## config.mk

```make
export PLATFORM = sky130hd
export DESIGN_NAME = pipe_stage_ctrl
export DESIGN_NICKNAME = d
export VERILOG_FILES = /design/src/rtl/pipe_stage_ctrl.sv
export SDC_FILE = /design/constraint.sdc
export NUM_CORES = 1
export LEC_CHECK = 0
export ABC_CLOCK_PERIOD_IN_PS = 2800
export CAP_MARGIN = 20
export CELL_PAD_IN_SITES_DETAIL_PLACEMENT = 1
export CELL_PAD_IN_SITES_GLOBAL_PLACEMENT = 1
export CORE_ASPECT_RATIO = 1.75
export CORE_MARGIN = 2
export CORE_UTILIZATION = 34
export CTS_BUF_LIST = sky130_fd_sc_hd__clkbuf_2
export DETAILED_ROUTE_END_ITERATION = 7
export PLACE_DENSITY_LB_ADDON = 0.1
export RECOVER_POWER = 50
export SYNTH_ARGS = -nofsm -noshare
export SYNTH_HDL_FRONTEND = slang
export SYNTH_SLANG_ARGS = --single-unit
```

## constraint.sdc

```tcl
create_clock -name clk -period 2.8 [get_ports clk]
set_input_delay 0.56 -clock clk [delete_from_list [all_inputs] [get_ports clk]]
set_output_delay 0.56 -clock clk [all_outputs]
set_load 0.1 [all_outputs]
```

## src/rtl/pipe_stage_ctrl.sv

```systemverilog
// pipe_stage_ctrl -- per-stage control register for the 5-stage MIPS pipeline.
// One instance per stage (E, M, W), selected by STAGE. It latches the
// instruction fields from the previous stage, supports stall (hold) and flush
// (bubble), and decodes A3 / RegWr / MemWr / byte enables / Tnew from the held
// fields only.
// Optional feature macro: PIPE_BYTE_MEM_EN -- adds lb/lh/sb/sh decode. When it
// is undefined those opcodes decode as nop.
module pipe_stage_ctrl #(
  parameter int STAGE    = 1,
  parameter int TNEW_W   = 2,
  parameter int ALU_RDY  = 2,
  parameter int LOAD_RDY = 3
) (
  input  logic              clk,
  input  logic              reset,
  input  logic              en,
  input  logic              clr,
  input  logic [5:0]        op_in,
  input  logic [5:0]        func_in,
  input  logic [4:0]        rt_in,
  input  logic [4:0]        rd_in,
  input  logic [1:0]        addr_lo_in,
  output logic              valid_out,
  output logic [5:0]        op_out,
  output logic [5:0]        func_out,
  output logic [4:0]        a3_out,
  output logic              regwr_out,
  output logic              mem_wr_out,
  output logic [3:0]        mem_be_out,
  output logic [TNEW_W-1:0] tnew_out
);

  localparam logic [5:0] OP_RTYPE = 6'h00;
  localparam logic [5:0] OP_J     = 6'h02;
  localparam logic [5:0] OP_JAL   = 6'h03;
  localparam logic [5:0] OP_BEQ   = 6'h04;
  localparam logic [5:0] OP_ORI   = 6'h0d;
  localparam logic [5:0] OP_LUI   = 6'h0f;
  localparam logic [5:0] OP_LW    = 6'h23;
  localparam logic [5:0] OP_SW    = 6'h2b;
  localparam logic [5:0] FN_ADDU  = 6'h21;
  localparam logic [5:0] FN_SUBU  = 6'h23;
  localparam logic [5:0] FN_JR    = 6'h08;
`ifdef PIPE_BYTE_MEM_EN
  localparam logic [5:0] OP_LB    = 6'h20;
  localparam logic [5:0] OP_LH    = 6'h21;
  localparam logic [5:0] OP_SB    = 6'h28;
  localparam logic [5:0] OP_SH    = 6'h29;
`endif

  // Stage-relative distances, worked out once at elaboration in TNEW_W+1 bits.
  localparam int TW_MAX    = (2 ** (TNEW_W + 1)) - 1;
  localparam int ALU_DIFF  = (ALU_RDY > STAGE) ? (ALU_RDY - STAGE) : 0;
  localparam int LOAD_DIFF = (LOAD_RDY > STAGE) ? (LOAD_RDY - STAGE) : 0;
  localparam int ALU_SAT   = (ALU_DIFF > TW_MAX) ? TW_MAX : ALU_DIFF;
  localparam int LOAD_SAT  = (LOAD_DIFF > TW_MAX) ? TW_MAX : LOAD_DIFF;
  localparam logic [TNEW_W:0] ALU_T    = ALU_SAT[TNEW_W:0];
  localparam logic [TNEW_W:0] LOAD_T   = LOAD_SAT[TNEW_W:0];
  localparam logic [TNEW_W:0] TNEW_MAX = {1'b0, {TNEW_W{1'b1}}};

  logic       valid_q, valid_d;
  logic [5:0] op_q, op_d;
  logic [5:0] func_q, func_d;
  logic [4:0] rt_q, rt_d;
  logic [4:0] rd_q, rd_d;
  logic [1:0] addr_lo_q, addr_lo_d;

  // Next-state: flush beats stall, stall holds everything including addr_lo.
  always_comb begin
    valid_d   = valid_q;
    op_d      = op_q;
    func_d    = func_q;
    rt_d      = rt_q;
    rd_d      = rd_q;
    addr_lo_d = addr_lo_q;
    if (clr) begin
      valid_d   = 1'b0;
      op_d      = 6'h00;
      func_d    = 6'h00;
      rt_d      = 5'd0;
      rd_d      = 5'd0;
      addr_lo_d = 2'd0;
    end else if (en) begin
      valid_d   = 1'b1;
      op_d      = op_in;
      func_d    = func_in;
      rt_d      = rt_in;
      rd_d      = rd_in;
      addr_lo_d = addr_lo_in;
    end
  end

  // State register with asynchronous clear.
  always_ff @(posedge clk or posedge reset) begin
    if (reset) begin
      valid_q   <= 1'b0;
      op_q      <= 6'h00;
      func_q    <= 6'h00;
      rt_q      <= 5'd0;
      rd_q      <= 5'd0;
      addr_lo_q <= 2'd0;
    end else begin
      valid_q   <= valid_d;
      op_q      <= op_d;
      func_q    <= func_d;
      rt_q      <= rt_d;
      rd_q      <= rd_d;
      addr_lo_q <= addr_lo_d;
    end
  end

  logic [4:0]        a3_raw;
  logic              is_store;
  logic [3:0]        be_raw;
  logic [TNEW_W:0]   tnew_wide;

  // Instruction decode from the held fields; unknown encodings fall through as nop.
  always_comb begin
    a3_raw    = 5'd0;
    is_store  = 1'b0;
    be_raw    = 4'b0000;
    tnew_wide = '0;
    unique case (op_q)
      OP_RTYPE: begin
        if (func_q == FN_ADDU || func_q == FN_SUBU) begin
          a3_raw    = rd_q;
          tnew_wide = ALU_T;
        end else if (func_q == FN_JR) begin
          a3_raw = 5'd0;
        end
      end
      OP_ORI, OP_LUI: begin
        a3_raw    = rt_q;
        tnew_wide = ALU_T;
      end
      OP_LW: begin
        a3_raw    = rt_q;
        tnew_wide = LOAD_T;
      end
      OP_SW: begin
        is_store = 1'b1;
        be_raw   = 4'b1111;
      end
      // Link value (PC+8) already exists in E, so no wait is reported.
      OP_JAL: a3_raw = 5'd31;
      OP_J, OP_BEQ: a3_raw = 5'd0;
`ifdef PIPE_BYTE_MEM_EN
      OP_LB, OP_LH: begin
        a3_raw    = rt_q;
        tnew_wide = LOAD_T;
      end
      OP_SB: begin
        is_store = 1'b1;
        be_raw   = 4'b0001 << addr_lo_q;
      end
      // A misaligned halfword still counts as a store but writes no bytes.
      OP_SH: begin
        is_store = 1'b1;
        case (addr_lo_q)
          2'd0:    be_raw = 4'b0011;
          2'd2:    be_raw = 4'b1100;
          default: be_raw = 4'b0000;
        endcase
      end
`endif
      default: a3_raw = 5'd0;
    endcase
  end

`ifndef PIPE_BYTE_MEM_EN
  // addr_lo only matters for sub-word stores; keep it registered for stall semantics.
  logic unused_addr_lo;
  assign unused_addr_lo = ^addr_lo_q;
`endif

  assign valid_out  = valid_q;
  assign op_out     = op_q;
  assign func_out   = func_q;
  assign a3_out     = valid_q ? a3_raw : 5'd0;
  assign regwr_out  = valid_q & (a3_out != 5'd0);
  assign mem_wr_out = valid_q & is_store;
  assign mem_be_out = valid_q ? be_raw : 4'b0000;
  assign tnew_out   = !valid_q ? '0 :
                      (tnew_wide > TNEW_MAX) ? TNEW_MAX[TNEW_W-1:0] :
                      tnew_wide[TNEW_W-1:0];

endmodule
```

# Yosys cells after proc, flatten, opt, wreduce, memory -nomap -nowiden
# Cells that the tools add are included.
dict set report totals {
  regBits 23
  latch_bits 0
  ramBits 0
  romBits 0
  out_inout_bits 26
  n_memories 0
}
dict set report classes {
  n_addsub 0
  n_mul 0
  div 0
  order_cmp 1
  eq_ne 7
  shifts 0
  muxes 20
  n_bitwise 2
  reduce_logical 6
}
# op n
set op_table {}
lappend op_table {{$mux 5} 6}
lappend op_table {{$eq 6x6->1 const B} 4}
lappend op_table {{$mux 6} 4}
lappend op_table {{$pmux 5 s3} 1}
lappend op_table {{$eq 6x4->1 const B} 2}
lappend op_table {{$mux 4} 2}
lappend op_table {{$eq 6x2->1 const B} 1}
lappend op_table {{$logic_not 6->1} 1}
lappend op_table {{$pmux 2 s3} 1}
lappend op_table {{$reduce_bool 5->1} 1}
lappend op_table {{$mux 1} 4}
lappend op_table {{$mux 2} 2}
lappend op_table {{$gt 3x2->1 const B} 1}
lappend op_table {{$reduce_or 3->1} 1}
lappend op_table {{$and 1x1->1} 2}
lappend op_table {{$reduce_bool 2->1} 1}
lappend op_table {{$reduce_or 2->1} 1}
lappend op_table {{$logic_or 1x1->1} 1}

# Depth between registers and ports, before layout
dict set report depth {
  depth_word 7
  ltp_mapped 4
  mapped_depth_nobuf 4
}

# Worst setup path after synthesis
# Ideal clock, no wire load.
dict set report synth_timing {
  path_type {reg2out}
  from {register op_q[1], in the netlist op_out[1]}
  to {output tnew_out[1]}
  arrival_ns 4.340
  required_time_ns 2.240
  path_slack_ns -2.100
  stages_incl_launch_ff 4
  n_path_buf 0
  path_cell_list {dfrtp_1 -> nand2_1 -> nor3b_1 -> nor4bb_1}
}
dict set report synth_between {
  elab_chain_cells 6
  word_cells_on_any_way 9
  classes_between {order compare: 1; eq/ne: 3; mux: 3; reduce/logical: 2}
}
# item line
set synth_rtl {}
lappend synth_rtl {{from (decl)} 62} ;# logic [5:0] op_q, op_d;
lappend synth_rtl {{from (signal assigned)} 104} ;# op_q <= op_d;
lappend synth_rtl {{$eq 6x4->1} 123} ;# unique case (op_q)
lappend synth_rtl {{$reduce_or 2->1} n/a}
lappend synth_rtl {{$pmux 2 s3 (*)} 123}
lappend synth_rtl {{$gt 3x2->1} 184} ;# (tnew_wide > TNEW_MAX) ? TNEW_MAX[TNEW_W-1:0] :
lappend synth_rtl {{$mux 2 (*)} 184}
lappend synth_rtl {{$mux 2 (*)} 183} ;# assign tnew_out = !valid_q ? '0 :
lappend synth_rtl {{to (decl)} 30} ;# output logic [TNEW_W-1:0] tnew_out
# Mark *: on every way between the ends. The rest lies on a longest branch, timed or not.

# Worst setup path in the final report
dict set report layout_timing {
  from {register op_q[5], in the netlist op_out[5]}
  to {output tnew_out[0]}
}
# Same word-level chain as after synthesis.

==> metrics.txt <==
# TYPE chip_impl_metric gauge
chip_impl_metric{name="die_width",unit="microns"} 49.0
chip_impl_info{name="crit_end",value="tnew_out[0]"} 1
chip_impl_metric{name="vdd_ir_drop_max",unit="V"} 0.000294
chip_impl_metric{name="synthesis.instances",unit=""} 116
chip_impl_metric{name="layout-area-overhead-vs-synth",unit="%"} 68.1
chip_impl_metric{name="synthesis.nets",unit=""} 144
chip_impl_metric{name="total_wirelength",unit="mm"} 3.47
chip_impl_metric{name="iteration_0_drc_count_of_the_detailed_router",unit=""} 2
chip_impl_metric{name="design.die.area",unit="sq mm"} 0.00405
chip_impl_metric{name="path_max_fanout",unit=""} 6
chip_impl_metric{name="worstSkewPairLatency",unit="ns"} 0.34
chip_impl_metric{name="route.detailed.drc",unit=""} 0
chip_impl_metric{name="finalPower",unit="mW"} 0.745
chip_impl_metric{name="num_rows",unit=""} 28
chip_impl_metric{name="pre_cts_ws",unit="ns"} 0.213
chip_impl_metric{name="drt.antenna.violating_nets",unit=""} 0
chip_impl_metric{name="synth_seq_area_share",unit=""} 0.479
chip_impl_metric{name="grt_start_max_net_pins",unit=""} 24
chip_impl_metric{name="place.gp.congestion",unit=""} 0.789
chip_impl_metric{name="slew-limit-headroom",unit=""} -0.0693
chip_impl_metric{name="postSynthAreaPerCell",unit="sq um"} 10.4
chip_impl_metric{name="timing.final.hold_violations",unit=""} 0
chip_impl_metric{name="worst-endpoint-arrival",unit="ns"} 2.28
chip_impl_info{name="worstHoldPathType",value="flip-flop to flip-flop"} 1
chip_impl_metric{name="cap_violations",unit=""} 1
chip_impl_metric{name="first_global_vias",unit=""} 1168
chip_impl_metric{name="buffer_ports.inserted",unit=""} 51
chip_impl_info{name="crit_path_launch_type",value="flip-flop"} 1
chip_impl_metric{name="grt_antenna_before_repair",unit=""} 0
chip_impl_info{name="synth_flop_cell",value="sky130_fd_sc_hd__dfrtp_1"} 1
chip_impl_metric{name="initial_utilization",unit=""} 0.354
chip_impl_metric{name="synth-async-reset-ratio",unit=""} 1.00
chip_impl_metric{name="grt-ovfl-total",unit=""} 0
chip_impl_metric{name="grt_use_total",unit=""} 0.181
chip_impl_metric{name="synth_cell_type_count",unit=""} 28
chip_impl_metric{name="ctsHtreeMaxLevel",unit=""} 1
chip_impl_info{name="cp-startpoint",value="op_out[5]"} 1
chip_impl_metric{name="antennaDiodeCount",unit=""} 0
chip_impl_info{name="tritoncts",value="done"} 1
chip_impl_metric{name="drt-pass1-iter-count",unit=""} 3
chip_impl_info{name="critical_path.reg2reg.startpoint",value="op_out[2]"} 1
chip_impl_info{name="hold_sp",value="func_out[1]"} 1
chip_impl_metric{name="ys_ff_latch",unit=""} 23
chip_impl_metric{name="clk_pin_slew_worst_paths",unit="ns"} 0.22
chip_impl_metric{name="buffers_from_clock_root_to_sink_at_most",unit=""} 2
chip_impl_metric{name="layout_setup_ws",unit="ns"} -0.0395
chip_impl_metric{name="cts_inserted_buffers",unit=""} 3
chip_impl_info{name="failed_checks",value="max-capacitance violations, max-slew violations, negative setup slack"} 1
chip_impl_info{name="synth.largest_area_cell",value="sky130_fd_sc_hd__dfrtp_1"} 1
chip_impl_metric{name="timing_worst_slew_pin_value",unit="ns"} 1.60
chip_impl_metric{name="post_route_cells_drive_above_1_share",unit=""} 0.388
chip_impl_metric{name="maxClockFrequency",unit="MHz"} 352
chip_impl_metric{name="finalSetupViolations",unit=""} 6
chip_impl_metric{name="syn-cell-area",unit="sq mm"} 0.00120
chip_impl_metric{name="totalNegativeSetupSlack",unit="ns"} -0.122
chip_impl_info{name="outcome",value="finished, violations left"} 1
chip_impl_metric{name="final_max_slew_viol_count",unit=""} 24
chip_impl_info{name="critical_path_capture_point_type",value="output port"} 1
chip_impl_metric{name="timing.critical_path.required",unit="ns"} 2.24
chip_impl_metric{name="synthesis.yosys.warnings",unit=""} 0
chip_impl_info{name="clk_root_buffer_cell",value="sky130_fd_sc_hd__clkbuf_2"} 1
chip_impl_metric{name="finalWorstPathRequiredPeriod",unit="ns"} 2.84
chip_impl_metric{name="power-per-cell-area",unit="mW/mm^2"} 369
chip_impl_metric{name="depth_of_the_worst_register_to_register_path",unit=""} 3
chip_impl_metric{name="core",unit="sq mm"} 0.00340
chip_impl_metric{name="via_per_inst",unit=""} 5.02
chip_impl_info{name="crit-reg2reg-capture",value="op_out[2]"} 1
chip_impl_metric{name="synthDominantCellAreaShare",unit=""} 0.479
chip_impl_metric{name="grt_pass1_wl",unit="mm"} 5.68
chip_impl_metric{name="die_h",unit="microns"} 82.7
chip_impl_info{name="rsz_0062_raised_after_global_routing",value="yes"} 1
chip_impl_metric{name="hpwlAfterDp",unit="mm"} 2.56
chip_impl_metric{name="p_leak",unit="nW"} 0.869
chip_impl_metric{name="r2r_slack",unit="ns"} 1.86
chip_impl_metric{name="wire_per_inst",unit="microns"} 16.1
chip_impl_metric{name="ios",unit=""} 54
chip_impl_metric{name="final_stage_net_count",unit=""} 199
chip_impl_metric{name="via_count",unit=""} 1079
chip_impl_metric{name="final.period_utilization",unit=""} 1.01
chip_impl_metric{name="synth_edf_count",unit=""} 0
chip_impl_info{name="critical_path_class",value="flip-flop to output port"} 1
chip_impl_metric{name="fillCellCount",unit=""} 369
chip_impl_info{name="netlist_top_cells_area",value="sky130_fd_sc_hd__dfrtp_1, sky130_fd_sc_hd__mux2i_1, sky130_fd_sc_hd__nor2_1"} 1
chip_impl_metric{name="worst_clock_skew",unit="ns"} 0
chip_impl_metric{name="tritoncts_num_sinks",unit=""} 23
## stage by stage
step / std cells / instance area [sq um] / util / hold WS, ns
after detailed placement: 206 / 1910 / 0.563 / 0.545
final: 215 / 2020 / 0.595 / 0.582
after global placement: 206 / 1910 / 0.563 / 0.509
after floorplan: 116 / 1290 / - / 0.509
after global routing: 215 / 2020 / 0.595 / 0.623
after CTS: 213 / 2000 / 0.589 / 0.555
## layout by cell type, fill, tap and decap left out, types with 2 or more instances in the layout
master                            synthesis  routed
sky130_fd_sc_hd__nor3_1                   2       2
sky130_fd_sc_hd__nor2_4                   0       6
sky130_fd_sc_hd__clkdlybuf4s50_1          0      23
sky130_fd_sc_hd__clkbuf_1                 3       2
sky130_fd_sc_hd__dfrtp_2                  0       4
sky130_fd_sc_hd__buf_12                   0      12
sky130_fd_sc_hd__nor2_1                  34      27
sky130_fd_sc_hd__dfrtp_1                 23      15
sky130_fd_sc_hd__dfrtp_4                  0       4
sky130_fd_sc_hd__nand2_1                  2       2
sky130_fd_sc_hd__clkbuf_2                 0       3
sky130_fd_sc_hd__dlygate4sd3_1            0       2
sky130_fd_sc_hd__buf_4                    4      19
sky130_fd_sc_hd__mux2i_1                 22      22
sky130_fd_sc_hd__a221oi_2                 0       5
## cells by family after synthesis
| group | Yosys count | synth area share |
|---|---|---|
| muxes | 22 | 0.183 |
| DFF | 23 | 0.479 |
| and+or+nand+nor | 49 | 0.216 |
| buffers and inverters | 10 | 0.0458 |
| AOI/OAI and AO/OA | 12 | 0.0760 |
## synth_stat cells, types with 2 or more instances
master,count
sky130_fd_sc_hd__nor3_1,2
sky130_fd_sc_hd__nor2_1,34
sky130_fd_sc_hd__dfrtp_1,23
sky130_fd_sc_hd__buf_4,4
sky130_fd_sc_hd__a221oi_1,5
sky130_fd_sc_hd__clkbuf_1,3
sky130_fd_sc_hd__nand2_1,2
sky130_fd_sc_hd__mux2i_1,22
sky130_fd_sc_hd__buf_2,2
## registers in the layout, summed over array words and instances (netlist names)
name       flops
func_out       6
op_out         6
rd_q           5
rt_q           5
valid_out      1
## report_power, final
group | internal (mW) | switching, mW | leakage, nW
Combinational | 0.0848 | 0.147 | 0.561
Sequential | 0.354 | 0.0236 | 0.292
Clock | 0.0324 | 0.103 | 0.0164
## worst min path at each step
| stage | endpoint | slack, ns | cells past startpoint |
|---|---|---|---|
| CTS | func_out[1] | 0.55 | 3 |
| detailed placement | func_out[1] | 0.55 | 2 |
| floorplan | rd_q[2] | 0.51 | 2 |
| global placement | func_out[1] | 0.51 | 2 |
| global route | func_out[1] | 0.62 | 2 |
| finish | func_out[1] | 0.58 | 2 |
## critical path, stage by stage (launching register included)
cell and delay, ns:
sky130_fd_sc_hd__dfrtp_2 0.48, sky130_fd_sc_hd__or4_4 0.59, sky130_fd_sc_hd__nor4_4 0.28, sky130_fd_sc_hd__buf_6 0.17, sky130_fd_sc_hd__buf_4 0.12, sky130_fd_sc_hd__o21a_4 0.13, sky130_fd_sc_hd__buf_12 0.17
## area by class of cell
cell class	instances	area [sq um]	share of cell area
multi-input combinational	83	693	0.343
timing repair buffer	59	652	0.323
sequential	23	596	0.295
tap	45	56.3	0.0279
clock buffer	3	15.0	0.00743
clock inverter	1	5.00	0.00248
inverter	1	3.75	0.00186
## metal layers
layer,track usage,share of wire,vias to the layer above
li1,-,-,514
met1,0.195,0.39,529
met2,0.362,0.57,31
met3,0.0198,0.029,5
met4,0.0657,0.012,0
met5,0,0,-
## what timing repair did
action                     in CTS  in global routing
gates resized for setup         8                  2
pin swaps                       7                  1
buffers inserted                3                  2
setup endpoints to repair       7                  7
cloned                          0                  0
hold buffers                    0                  0
No activity file was read; power rests on OpenSTA's default activity.
